===== src/rtl/register_file.sv =====
// register_file: DEPTH x WIDTH register file for the MIPS datapath.
// Two combinational read ports, one synchronous byte-enabled write port,
// optional hardwired zero entry and optional same-cycle write-to-read bypass.
// Storage is plain flops so that reset can clear every entry.
module register_file #(
  parameter int WIDTH    = 32,
  parameter int DEPTH    = 32,
  parameter int ADDR_W   = $clog2(DEPTH),
  parameter int ZERO_REG = 1,
  parameter int BYPASS   = 1
) (
  input  logic                 Clk,
  input  logic                 Reset,
  input  logic                 WrEn,
  input  logic [ADDR_W-1:0]    WrAddr,
  input  logic [WIDTH-1:0]     WrData,
  input  logic [WIDTH/8-1:0]   WrByteEn,
  input  logic [ADDR_W-1:0]    RdAddrA,
  output logic [WIDTH-1:0]     RdDataA,
  input  logic [ADDR_W-1:0]    RdAddrB,
  output logic [WIDTH-1:0]     RdDataB
);

  localparam int NBYTES = WIDTH / 8;

  logic [WIDTH-1:0] mem [DEPTH];
  logic             wr_is_zero;
  logic             wr_active;

  // Writes to the hardwired zero entry are dropped; reset discards any write.
  assign wr_is_zero = (ZERO_REG != 0) && (WrAddr == '0);
  assign wr_active  = WrEn && !Reset && !wr_is_zero;

  // Read mux for one port: stored entry, per-byte bypass merge, zero entry and
  // reset forcing applied in increasing priority.
  function automatic logic [WIDTH-1:0] read_port(
    input logic [ADDR_W-1:0] addr,
    input logic [WIDTH-1:0]  stored,
    input logic              rst,
    input logic              wr_act,
    input logic [ADDR_W-1:0] wr_addr,
    input logic [WIDTH-1:0]  wr_data,
    input logic [NBYTES-1:0] wr_be
  );
    logic [WIDTH-1:0] data;
    data = stored;
    if ((BYPASS != 0) && wr_act && (addr == wr_addr)) begin
      for (int b = 0; b < NBYTES; b++) begin
        if (wr_be[b]) data[8*b +: 8] = wr_data[8*b +: 8];
      end
    end
    if ((ZERO_REG != 0) && (addr == '0)) data = '0;
    if (rst) data = '0;
    return data;
  endfunction

  // Storage update: reset clears all entries, otherwise byte-masked write.
  always_ff @(posedge Clk) begin
    if (Reset) begin
      for (int i = 0; i < DEPTH; i++) mem[i] <= '0;
    end else if (wr_active) begin
      for (int b = 0; b < NBYTES; b++) begin
        if (WrByteEn[b]) mem[WrAddr][8*b +: 8] <= WrData[8*b +: 8];
      end
    end
  end

  // Read port A.
  always_comb begin
    RdDataA = read_port(RdAddrA, mem[RdAddrA], Reset, wr_active,
                        WrAddr, WrData, WrByteEn);
  end

  // Read port B.
  always_comb begin
    RdDataB = read_port(RdAddrB, mem[RdAddrB], Reset, wr_active,
                        WrAddr, WrData, WrByteEn);
  end

endmodule


===== config.mk =====
export PLATFORM = sky130hd
export DESIGN_NAME = register_file
export DESIGN_NICKNAME = d
export VERILOG_FILES = /design/src/rtl/register_file.sv
export SDC_FILE = /design/constraint.sdc
export NUM_CORES = 2
export LEC_CHECK = 0
export BUFFER_PORTS_ARGS = -buffer_cell sky130_fd_sc_hd__buf_2
export CAP_MARGIN = 40
export CELL_PAD_IN_SITES_DETAIL_PLACEMENT = 1
export CELL_PAD_IN_SITES_GLOBAL_PLACEMENT = 2
export CORE_UTILIZATION = 46
export DETAILED_ROUTE_END_ITERATION = 6
export PLACE_DENSITY_LB_ADDON = 0.1
export SKIP_LAST_GASP = 1
export SLEW_MARGIN = 10
export SYNTH_ARGS = -nofsm -noshare
export SYNTH_HDL_FRONTEND = slang
export SYNTH_SLANG_ARGS = --single-unit

===== constraint.sdc =====
create_clock -name Clk -period 3.65 [get_ports Clk]
set_input_delay 0.73 -clock Clk [delete_from_list [all_inputs] [get_ports Clk]]
set_output_delay 0.73 -clock Clk [all_outputs]
set_load 0.02 [all_outputs]

==> summary.md <==
| Metric | Value |
|---|---|
| Initial antenna violation count | 7 |
| Hold-fix buffers, CTS | 0 |
| Die span in y | 354 µm |
| DRT Pass-1 Iters | 7 |
| Leak pwr | 0.0251 µW |
| YS warnings | 0 |
| Gr usage total | 33.4% |
| Startpoint types | primary input |
| Tmin final | 3.64 ns |
| Die span in x | 354 µm |
| Core Rows | 128 |
| Initial Util | 46.5% |
| #FFs+latches synth | 1024 |
| CP Max Fanout | 17 |
| Register area share after synthesis | 54.1% |
| Outcome | finished clean |
| Reg with most FFs | mem |
| Die ar. | 0.125 mm² |
| Most frequent cell on the critical path | buf_2 |
| Setup_tns | 0 ns |
| Hold Path Origin | WrData[0] |
| Final count of pins violating max slew | 0 |
| CTS Sinks | 1024 |
| DR vias | 40000 |
| Crit path DAT | 2.91 ns |
| Largest incremental delay on the critical path | 0.39 ns |
| Final antenna-violating net count | 0 |
| Clock slew seen by the registers of the worst setup and hold paths | 0.06 ns |
| Dpl ws | -0.200 ns |
| Synth Instances | 4162 |
| Async SR Flop Fraction | 0% |
| Final hold vios | 0 |
| WL/cell | 33.7 µm |
| Synth Area in Compound Gates | 4.71% |
| GPL Wtd Cong | 0.904 |
| Top FF cell, synth | edfxtp_1 |
| Fmax | 0.275 GHz |
| Number of global-route vias before repair | 40800 |
| Final setup violation count | 0 |
| TritonCTS buffer count | 115 |
| Slew HR | 38.9% |
| Synth top area cells | edfxtp_1 (54%), mux4_2 (18%), and2_1 (6.8%) |
| Area leader, netlist | edfxtp_1 |
| Syn avg cell area | 13.7 µm² |
| Clock Tree Root | clkbuf_16 |
| Post-synthesis xor/xnor area fraction | 0.139% |
| VDD IR max | 0.000464 V |
| Period Utilization, post-route | 99.7% |
| Biggest regs | mem x1024 |
| Power Dens Cells | 454 mW/mm² |
| CTS tree | done |
| DRC viols | 0 |
| First-pass GRT wire length | 301 mm |
| Number of port buffers | 117 |
| Vias per cell | 6.43 |
| Area delta synth->final | 17.0% |
| Main combinational cell family by area after synthesis | multiplexers |
| Unrepaired setup endpoints after global routing | yes |
| Boundary Pins | 118 |
| Cell chain of the critical path | buf_2 -> nor2_1 -> a211o_1 -> a21oi_2 -> nor2b_1 -> buf_12 -> nor2_2 -> a221o_1 -> buf_2 |
| Top cell type's share of synthesized area | 54.1% |
| Grt ovf | 0 |
| Synth cell types | 56 |
| WS Path Type | primary input to output pin |
| Routed WL | 210 mm |
| Hpwl dp | 145 mm |
| Worst-margin pin slew | 0.914 ns |
| CP max stage cell | a221o_1 |
| Worst hold-check path type | primary input to flop |
| Final worst slack | 0.00979 ns |
| Largest register FFs | 1024 |
| Max cap viols | 0 |
| Share of cells above drive strength 1 | 28.5% |
| Synth Area in Adders | 0% |
| CP endpoint kind | output pin |
| Mapped Area | 0.0569 mm² |
| Number of synthesized flops with an enable pin | 1024 |
| Initial DRC Count | 4943 |
| Fraction of synthesized area in multiplexers | 21.7% |
| H-tree depth | 3 |
| Bufs on Longest Clock Path | 3 |
| Area share of and/or/nand/nor cells after synthesis | 15.8% |
| Largest net degree at the start of global routing | 109 |
| Required @ worst endpoint | 2.92 ns |
| Placeable Area | 0.122 mm² |
| # nets final | 4547 |
| Crit path from | WrAddr[3] |
==> final timing paths <==
| check | slack (ns) | endpoint | depth (start not counted) |
|---|---|---|---|
| worst min-delay path | 0.35 | mem[4][0]$_SDFFCE_PN0P_ | 2 |
| worst max-delay path | 0.01 | RdDataB[7] | 9 |
==> cells by family after synthesis <==
family          count (synthesis)
flops                        1024
compound gates                414
mux                           670
xor+xnor                        9
other cells                     1
buf+inv                       428
simple gates                 1616
==> worst max-delay path, delay by kind of cell <==
family	cells	cell delay (ns)
AO/OA/AOI/OAI	3	1.00
buffers and inverters	3	0.66
AND/OR/NAND/NOR	3	0.49
==> power breakdown <==
group / switching [µW] / total [µW] / internal, µW
registers: 375 / 13900 / 13600
logic: 2440 / 4190 / 1760
clock network: 5080 / 12100 / 7030
total: 7890 / 30200 / 22300
==> layout make-up <==
type | instances | area [µm²]
Fill cell | 11900 | 55700
Sequential cell | 1024 | 30700
Multi-Input combinational cell | 2741 | 24600
Timing Repair Buffer | 607 | 5310
Clock buffer | 127 | 2970
Tap cell | 1625 | 2030
Clock inverter | 83 | 876
Inverter | 4 | 18.8
Antenna cell | 4 | 10.0
==> through the flow <==
| stage | hold slack (ns) | area (µm²) | instances | utilization (%) | total power (µW) |
|---|---|---|---|---|---|
| 2_1_floorplan | 0.953 | 57000 | 4193 | - | 16400 |
| 3_3_place_gp | 1.09 | 62100 | 5987 | 50.8 | 18100 |
| 3_5_place_dp | 1.10 | 62200 | 5988 | 50.9 | 18200 |
| 4_1_cts | 0.317 | 66200 | 6205 | 54.2 | 30300 |
| 5_1_grt | 0.355 | 66500 | 6211 | 54.4 | 31000 |
| 6_report | 0.355 | 66500 | 6215 | 54.5 | 30200 |
==> what timing repair did <==
item | 4_1_cts | 5_1_grt
buffers inserted | 5 | 4
cloned | 2 | 3
endpoints found under the setup margin | 33 | 48
gates resized for setup | 27 | 37
pin swaps | 4 | 5
==> metal layers <==
layer,track usage (%),wire length [µm],vias up
li1,-,-,16700
met1,47.0,86700,21000
met2,51.7,96300,1869
met3,7.65,19900,321
met4,10.3,6820,6
met5,0,36,-
==> synthesized netlist by cell type (3+ instances only) <==
master	instances
xnor2_1	4
nor2_1	163
edfxtp_1	1024
a41oi_1	3
buf_6	13
a211oi_1	60
nor3_1	33
o211ai_1	4
mux4_2	451
a31oi_1	5
a22o_1	3
o221ai_1	47
o21ai_0	96
a2111oi_0	3
and3_1	392
buf_1	8
nand3_1	73
mux2i_1	210
a221oi_1	7
clkbuf_1	277
o22ai_1	58
buf_4	50
nand3b_1	7
a22oi_1	10
xor2_1	5
o21ai_1	6
nor3_2	3
a221o_1	5
a311o_1	3
a21oi_1	91
mux2_2	9
nand4_1	3
a21o_1	3
and2_1	615
nor2b_1	69
buf_2	74
nand2b_1	8
nand2_1	240
==> cell usage in the layout, fill, tap and decap left out, drive strengths merged, types with 5 or more instances in the layout <==
cell	n
o21ai	102
nand3	73
and3	392
nand2	242
a221oi	7
a21oi	93
clkbuf	130
conb	32
a221o	5
a22oi	10
mux2	9
a31oi	5
buf	602
clkinvlp	10
o221ai	47
nor2	165
nor3	36
inv	8
nor2b	69
mux4	451
o22ai	58
and2	615
a2111oi	5
bufinv	17
nand3b	7
edfxtp	1024
mux2i	210
clkinv	52
a211oi	60
xor2	5
nand2b	8
Note: power is estimated with default switching activity, not from simulation.
